[src/rtl/clk_divider_bank_if.sv]
// Control and status bundle for clk_divider_bank.
// The master side drives run enables and divisor loads. The slave side is the
// divider bank, which returns the divided levels, tick strobes and pending flags.
interface clk_divider_bank_if #(
  parameter int NUM_CH = 3,
  parameter int CNT_W  = 17
);
  localparam int CH_W = (NUM_CH > 1) ? $clog2(NUM_CH) : 1;

  logic [NUM_CH-1:0] EN;
  logic              LOAD;
  logic [CH_W-1:0]   LOAD_CH;
  logic [CNT_W-1:0]  LOAD_DIV;
  logic [NUM_CH-1:0] CLK_OUT;
  logic [NUM_CH-1:0] TICK;
  logic [NUM_CH-1:0] PENDING;

  modport master (
    output EN, LOAD, LOAD_CH, LOAD_DIV,
    input  CLK_OUT, TICK, PENDING
  );

  modport slave (
    input  EN, LOAD, LOAD_CH, LOAD_DIV,
    output CLK_OUT, TICK, PENDING
  );
endinterface

[src/rtl/clk_divider_bank.sv]
// Multi-channel programmable slow-clock / tick generator.
// Each channel counts 0..div_active. At the top of the count it toggles its
// 50%-duty level and pulses a one-cycle tick. A new divisor is parked in a
// shadow register and only takes effect at a period boundary, so the level
// output never sees a runt half-period. "Boundary" means either a wrap or a
// cycle with the channel disabled. In both cases the counter restarts at 0,
// which keeps cnt <= div_active at all times.
module clk_divider_bank #(
  parameter int          NUM_CH    = 3,
  parameter int          CNT_W     = 17,
  parameter int unsigned DIV_RESET = 2**CNT_W - 1
) (
  input  logic              CLOCK,
  input  logic              RESET_N,
  clk_divider_bank_if.slave bus
);
  localparam int               CH_W     = (NUM_CH > 1) ? $clog2(NUM_CH) : 1;
  localparam logic [CNT_W-1:0] DIV_INIT = CNT_W'(DIV_RESET);

  logic [NUM_CH-1:0] clk_out_v;
  logic [NUM_CH-1:0] tick_v;
  logic [NUM_CH-1:0] pend_v;

  for (genvar ch = 0; ch < NUM_CH; ch++) begin : g_ch
    localparam logic [CH_W-1:0] CH_IDX = CH_W'(ch);

    logic [CNT_W-1:0] cnt,        cnt_d;
    logic [CNT_W-1:0] div_active, div_active_d;
    logic [CNT_W-1:0] div_shadow, div_shadow_d;
    logic             clk_q,      clk_d;
    logic             tick_q,     tick_d;
    logic             pend_q,     pend_d;
    logic             load_hit;
    logic             wrap;
    logic             boundary;

    // Out-of-range channel indices never match, so they are silently dropped.
    assign load_hit = bus.LOAD && (bus.LOAD_CH == CH_IDX);
    // Equality compare keeps the full-range divisor from overflowing the counter.
    assign wrap     = (cnt == div_active);
    assign boundary = !bus.EN[ch] || wrap;

    // Next-state: counting, toggling and divisor hand-over for one channel.
    always_comb begin
      cnt_d        = cnt;
      div_active_d = div_active;
      div_shadow_d = div_shadow;
      clk_d        = clk_q;
      tick_d       = 1'b0;
      pend_d       = pend_q;

      if (!bus.EN[ch]) begin
        cnt_d = '0;
        clk_d = 1'b0;
      end else if (wrap) begin
        cnt_d  = '0;
        clk_d  = ~clk_q;
        tick_d = 1'b1;
      end else begin
        cnt_d = cnt + 1'b1;
      end

      if (boundary) begin
        // A load arriving on the boundary cycle itself goes straight to the
        // active divisor; otherwise any parked value is promoted.
        if (load_hit) begin
          div_active_d = bus.LOAD_DIV;
          div_shadow_d = bus.LOAD_DIV;
          pend_d       = 1'b0;
        end else if (pend_q) begin
          div_active_d = div_shadow;
          pend_d       = 1'b0;
        end
      end else if (load_hit) begin
        // Mid-period load: park it. A later load overwrites the earlier one.
        div_shadow_d = bus.LOAD_DIV;
        pend_d       = 1'b1;
      end
    end

    // State register; reset discards any parked divisor.
    always_ff @(posedge CLOCK or negedge RESET_N) begin
      if (!RESET_N) begin
        cnt        <= '0;
        div_active <= DIV_INIT;
        div_shadow <= DIV_INIT;
        clk_q      <= 1'b0;
        tick_q     <= 1'b0;
        pend_q     <= 1'b0;
      end else begin
        cnt        <= cnt_d;
        div_active <= div_active_d;
        div_shadow <= div_shadow_d;
        clk_q      <= clk_d;
        tick_q     <= tick_d;
        pend_q     <= pend_d;
      end
    end

    assign clk_out_v[ch] = clk_q;
    assign tick_v[ch]    = tick_q;
    assign pend_v[ch]    = pend_q;
  end

  assign bus.CLK_OUT = clk_out_v;
  assign bus.TICK    = tick_v;
  assign bus.PENDING = pend_v;
endmodule

[src/flat_wrapper.sv]
// flat-port wrapper written by rule: the top's interface ports become plain ports
module clk_divider_bank_flat 
#(
  parameter int          NUM_CH    = 3,
  parameter int          CNT_W     = 17,
  parameter int unsigned DIV_RESET = 2**CNT_W - 1
)
  (CLOCK, RESET_N, bus_EN, bus_LOAD, bus_LOAD_CH, bus_LOAD_DIV, bus_CLK_OUT, bus_TICK, bus_PENDING);
  clk_divider_bank_if #(.NUM_CH(NUM_CH), .CNT_W(CNT_W)) bus_i ();
  input  logic CLOCK;
  input  logic RESET_N;
  input wire logic [$bits(bus_i.EN)-1:0] bus_EN;
  input wire logic [$bits(bus_i.LOAD)-1:0] bus_LOAD;
  input wire logic [$bits(bus_i.LOAD_CH)-1:0] bus_LOAD_CH;
  input wire logic [$bits(bus_i.LOAD_DIV)-1:0] bus_LOAD_DIV;
  output wire logic [$bits(bus_i.CLK_OUT)-1:0] bus_CLK_OUT;
  output wire logic [$bits(bus_i.TICK)-1:0] bus_TICK;
  output wire logic [$bits(bus_i.PENDING)-1:0] bus_PENDING;
  assign bus_i.EN = bus_EN;
  assign bus_i.LOAD = bus_LOAD;
  assign bus_i.LOAD_CH = bus_LOAD_CH;
  assign bus_i.LOAD_DIV = bus_LOAD_DIV;
  assign bus_CLK_OUT = bus_i.CLK_OUT;
  assign bus_TICK = bus_i.TICK;
  assign bus_PENDING = bus_i.PENDING;
  clk_divider_bank #(.NUM_CH(NUM_CH), .CNT_W(CNT_W), .DIV_RESET(DIV_RESET)) u_core (.CLOCK(CLOCK), .RESET_N(RESET_N), .bus(bus_i));
endmodule
[config.mk]
export PLATFORM = sky130hd
export DESIGN_NAME = clk_divider_bank_flat
export DESIGN_NICKNAME = d
export VERILOG_FILES = /design/src/rtl/clk_divider_bank_if.sv /design/src/rtl/clk_divider_bank.sv /design/src/flat_wrapper.sv
export SDC_FILE = /design/constraint.sdc
export NUM_CORES = 1
export LEC_CHECK = 0
export ABC_CLOCK_PERIOD_IN_PS = 2200
export CORE_MARGIN = 5
export CORE_UTILIZATION = 61
export CTS_CLUSTER_SIZE = 25
export DETAILED_ROUTE_END_ITERATION = 12
export PLACE_DENSITY = 0.85
export SLEW_MARGIN = 0
export SYNTH_ARGS = -nofsm -noshare
export SYNTH_HDL_FRONTEND = slang
export SYNTH_SLANG_ARGS = --single-unit
[constraint.sdc]
create_clock -name CLOCK -period 2.2 [get_ports CLOCK]
set_input_delay 0.22 -clock CLOCK [delete_from_list [all_inputs] [get_ports CLOCK]]
set_output_delay 0.22 -clock CLOCK [all_outputs]
set_load 0.005 [all_outputs]
Yosys cells after proc, flatten, opt, wreduce, memory -nomap -nowiden
Index checks and enable logic that the tools add are counted.
- register bits: 162
- bits of input ports: 25
- add/subtract/negate cells: 3
- equal/unequal tests: 8
- multiplexer cells: 30
- bitwise gates (word level): 3
- reduce and logical (&&, ||, !) cells: 19
- operators with widths (operator ; number):
    $mux W17 ; 12
    $add A17 B1 Y17 const B ; 3
    $eq A17 B17 Y1 ; 3
    $mux W1 ; 18
    $reduce_bool A2 Y1 ; 6
    $ne A2 B1 Y1 const B ; 3
    $reduce_and A2 Y1 ; 3
    $logic_and A1 B1 Y1 ; 3
    $logic_not A1 Y1 ; 3
    $logic_or A1 B1 Y1 ; 3
    $not A1 Y1 ; 3
    $eq A2 B1 Y1 const B ; 1
    $eq A2 B2 Y1 const B ; 1
    $logic_not A2 Y1 ; 1

Longest topological paths before layout
- word-level depth: 4
- gate-level depth with buffers: 8
- depth with buffers taken out: 6

Worst setup path before layout
No wires, ideal clock.
- path type: reg-to-reg
- start: register u_core.g_ch[0].div_active[15]
- end: register u_core.g_ch[0].cnt[11]
- setup time: 119 ps
- data arrival time: 1688 ps
- data required time: 2081 ps
- path slack: 393 ps
- stages on the path, launching flop included: 7
- path buffers: 1
- clock period less this slack: 1807 ps
- cells stage by stage: dfstp_2 xor2_1 nor4_4 nand2_1 o21ai_4 buf_6 nor2_1
- longest elaborated chain between the ends: 3
- RTL lines (element ; RTL line ; source):
    start, declared ; clk_divider_bank.sv:28 ; logic [CNT_W-1:0] div_active, div_active_d;
    start signal, assigned ; clk_divider_bank.sv:92 ; div_active <= div_active_d;
    $eq A17 B17 Y1 ; clk_divider_bank.sv:40 ; assign wrap = (cnt == div_active);
    $mux W17 ; clk_divider_bank.sv:55 ; end else if (wrap) begin
    $mux W17 ; clk_divider_bank.sv:52 ; if (!bus.EN[ch]) begin
    named net u_core.g_ch[0].cnt_d[11] ; clk_divider_bank.sv:27 ; logic [CNT_W-1:0] cnt, cnt_d;
    end signal, assigned ; clk_divider_bank.sv:91 ; cnt <= cnt_d;
    end, declared ; clk_divider_bank.sv:27 ;
The timed path passes the listed nets, and every way through them passes these cells.
A chain may end at the register's enable or synchronous reset.

Final worst setup path
- start: register u_core.g_ch[1].div_active[5]
- end: register u_core.g_ch[1].clk_q
- longest elaborated chain between the ends: 2
- RTL lines (element ; RTL line ; source):
    start, declared ; clk_divider_bank.sv:28 ;
    start signal, assigned ; clk_divider_bank.sv:92 ;
    $eq A17 B17 Y1 ; clk_divider_bank.sv:40 ;
    $ne A2 B1 Y1 (no line) ; -- ;
    end signal, assigned ; clk_divider_bank.sv:94 ; clk_q <= clk_d;
    end, declared ; clk_divider_bank.sv:30 ; logic clk_q, clk_d;
Every way passes these cells.

==> summary.md <==
| Metric | Value |
|---|---|
| Worst-Margin Slew | around 0.65 ns |
| Fillers | approximately 940 |
| Core Area | about 14000 um^2 |
| Worst Setup Start Kind | flip-flop |
| Clk root buf | clkbuf_16 |
| Nets | approximately 920 |
| Post-synth top flop | dfstp_2 |
| CTS tree | built |
| Highest routed metal layer | met4 |
| Vias/cell | 5.87 |
| Hold Crit Class | in -> async |
| Initial antenna violation count | 0 |
| Synthesized area | 8660 um^2 |
| Initial core utilization | between 60% and 70% |
| Setup_tns | 0 ns |
| Post-CTS sizing | 0 |
| Share of power burned in the clock network | around a quarter |
| H-tree depth | 4 |
| Antenna Nets Post-Route | 0 |
| VDD IR max | just under 0.7 mV |
| Maximum clock frequency | between 0.4 and 0.5 GHz |
| Crit path max fanout | 19 |
| WP buf/inv | 1 |
| Comb pwr share | 37.9% |
| Cts hold-fix bufs | 1 |
| Async SR Flop Fraction | 100% |
| Post-synth EDFFs | 0 |
| Fin crit period | 2.03 ns |
| Most common cell in the netlist | dfstp_2 |
| Pint | just under 8000 uW |
| CP Cell Sequence | xnor2_1, nand4_1, nor4_2, buf_4, nor2b_1, mux2i_1 |
| CP max stage delay | 0.56 ns |
| First-pass GRT wire length | ~32000 um |
| Clock latency on the worst-skew pair | about 0.43 ns |
| Drt pass-1 iters | 5 |
| Synth cell types | 34 |
| Sequential Area | ~4200 um^2 |
| Max-capacitance violation count | 0 |
| Worst path required time | 2.54 ns |
| Largest net degree at the start of global routing | 75 |
| Die Width | 129 um |
| Max Slew Vio Count | 0 |
| Sequential Power Share | a little under two fifths |
| Post-synth top area cell | dfstp_2 |
| Setup CP Type | reg -> reg |
| Share of cells above drive strength 1 | 20.0% |
| Cells after synthesis | about 850 |
| Final wirelength | 19100 um |
| Multi-input logic area | between 3000 and 4000 um^2 |
| CTS max path bufs | 2 |
| Final Wtd Congestion | ~0.80 |
| Non-filler cells, final | around 1100 |
| Vias | roughly 6300 |
| Endpoints failing setup | 0 |
| CP arrival | roughly 2.4 ns |
| Number of remaining DRC errors | 0 |
| Cells after DPL | around 1000 |
| Total grt overflow | 0 |
| Unrepaired setup endpoints after global routing | no |
| LEAKAGE | approximately 0.0047 uW |
| Net Count, Synth | around 880 |
| GRT Overall Usage | a little under a quarter |
| CP endpoint kind | flip-flop |
| Switch Pwr | 4360 uW |
| Drt wl/cell | 17.7 um |
| ANT cells | 0 |
| Avg Inst Size Synth | about 10 um^2 |
| CTS Buf Count | 17 |
| Status | complete, no violations |
| Detailed placement HPWL | 13000 um |
| Delay-heaviest family, CP | simple AND/OR/NAND/NOR gates |
| Critical path's slowest cell | dfstp_2 |
| Initial DRC Count | 714 |
| Top cells by count, synth | dfstp_2 (102), nor2_1 (100), mux2i_1 (88) |
| DR WL met2 | roughly 9300 um |
| Post-synth top area share | 30.9% |
| Clk slew on worst S/H paths | roughly 0.060 ns |
| I/O Buffers | 33 |
| Area grow syn2layout | 13.9% |
| Number of placement rows | 43 |
| Post-CTS Setup Inserts | 0 |
| Hold Vio Cnt, Final | 0 |
| Die height | 129 um |
| Number of global-route vias before repair | 6293 |
| Share of the yosys chip area belonging to registers | roughly half |
| Sw Ratio | between 30% and 40% |
| IO Count | 34 |
| Final worst-path cycle share | between 90% and 100% |
| Final Util | 71.0% |
| Die ar. | roughly 17000 um^2 |
| P per Cell Area | around 1200 nW/um^2 |
| Ys Warns | 0 |
| Largest cells by area after synthesis | dfstp_2 (31%), dfrtp_1 (17%), mux2i_1 (10%) |
| Num Clock Sinks | around 160 |
| Met1 Wirelength | around 8400 um |
| Skew final | about 0.0078 ns |
| DR WL met3 | 994 um |
| Max_slew headroom | a little under three fifths |
| Synth Register Bits | 162 |
## sequential cells by signal, indices dropped and copies added, names as in the netlist
register,flops
u_core.g_ch.tick_q,3
u_core.g_ch.pend_q,3
u_core.g_ch.clk_q,3
u_core.g_ch.div_shadow,51
u_core.g_ch.div_active,51
u_core.g_ch.cnt,51
## area by class of cell
cell class / count / area share [%]
sequential: 162 / 42.4
multi-input combinational: 575 / 39.9
timing repair buffer: 68 / 6.94
clock buffer: 25 / 5.67
inverter: 63 / 2.40
tap: 180 / 2.28
clock inverter: 7 / 0.393
## stage by stage
step / hold WS (ns) / power (uW) / cell area [um^2] / setup slack, ns
2_1_floorplan: -0.0756 / 7920 / 8660 / 0.393
3_3_place_gp: 0.0728 / 8960 / 9250 / 0.146
3_5_place_dp: 0.0727 / 9110 / 9250 / 0.0588
4_1_cts: 0.197 / 12100 / 9860 / 0.158
5_1_grt: 0.223 / 12800 / 9860 / 0.0540
6_report: 0.199 / 12100 / 9860 / 0.167
## layer usage
layer	up-vias	global-route usage [%]
met3	31	4.08
met4	0	7.29
li1	2961	-
met1	3141	33.1
met2	204	38.7
met5	-	0
## cells in the final DEF, fill, tap and decap left out, types with 2 or more instances in the layout
master	synthesis	routed
dfstp_2	102	102
o21ai_4	2	2
nor4_4	2	2
mux2i_1	88	88
nor2_1	100	100
and2_1	5	5
buf_4	18	27
dfrtp_1	60	60
clkinv_2	0	5
nor4_1	10	9
nand2_1	47	47
nand2b_1	54	54
and3_1	7	7
o22ai_1	17	17
nand3_1	32	32
clkbuf_8	0	4
nand4_1	42	42
nand3b_1	2	2
nor3_1	3	3
clkbuf_16	0	20
ha_1	3	3
nor2b_1	3	3
or2_2	2	2
buf_12	0	7
o221ai_1	34	34
inv_1	63	63
a21oi_1	20	20
xor2_1	57	57
xnor2_1	39	39
clkdlybuf4s50_1	0	32
## worst reg2reg max path, stage by stage (launching register included)
cell and delay (ns):
dfstp_2 0.56, xnor2_1 0.12, nand4_1 0.15, nor4_2 0.35, buf_4 0.32, nor2b_1 0.23
mux2i_1 0.22
## worst paths after layout
path	start	end	slack, ns	cells after the start
worst max-delay path	u_core.g_ch[1].div_active[5]$_DFFE_PN1P_	u_core.g_ch[1].clk_q$_DFFE_PN0P_	0.17	6
worst min-delay path	RESET_N	u_core.g_ch[2].cnt[1]$_DFF_PN0_	0.20	2
worst max register to register	u_core.g_ch[1].div_active[5]$_DFFE_PN1P_	u_core.g_ch[1].clk_q$_DFFE_PN0P_	0.17	6
worst min register to register	u_core.g_ch[1].cnt[0]$_DFF_PN0_	u_core.g_ch[1].cnt[0]$_DFF_PN0_	0.54	1
max in group asynchronous	RESET_N	u_core.g_ch[0].div_active[16]$_DFFE_PN1P_	1.33	3
min in group CLOCK	u_core.g_ch[1].cnt[0]$_DFF_PN0_	u_core.g_ch[1].cnt[0]$_DFF_PN0_	0.54	1
## cells by family after synthesis
kind of cell             synth area share [%]
XOR/XNOR                                 9.71
flip-flops                               48.3
AND/OR/NAND/NOR                          18.1
buffers and inverters                    6.36
AO/OA/AOI/OAI                            6.92
multiplexers                             10.2
adder cells (fa/ha/maj)                 0.434
## power by group through the flow
stage,sequential (uW),clock [uW],combinational (uW)
floorplan,4410,0,3510
global placement,4580,0,4380
detailed placement,4610,0,4500
CTS,4580,2960,4570
global route,4670,3090,4990
finish,4600,2940,4600
(Power assumes the default switching activity.)
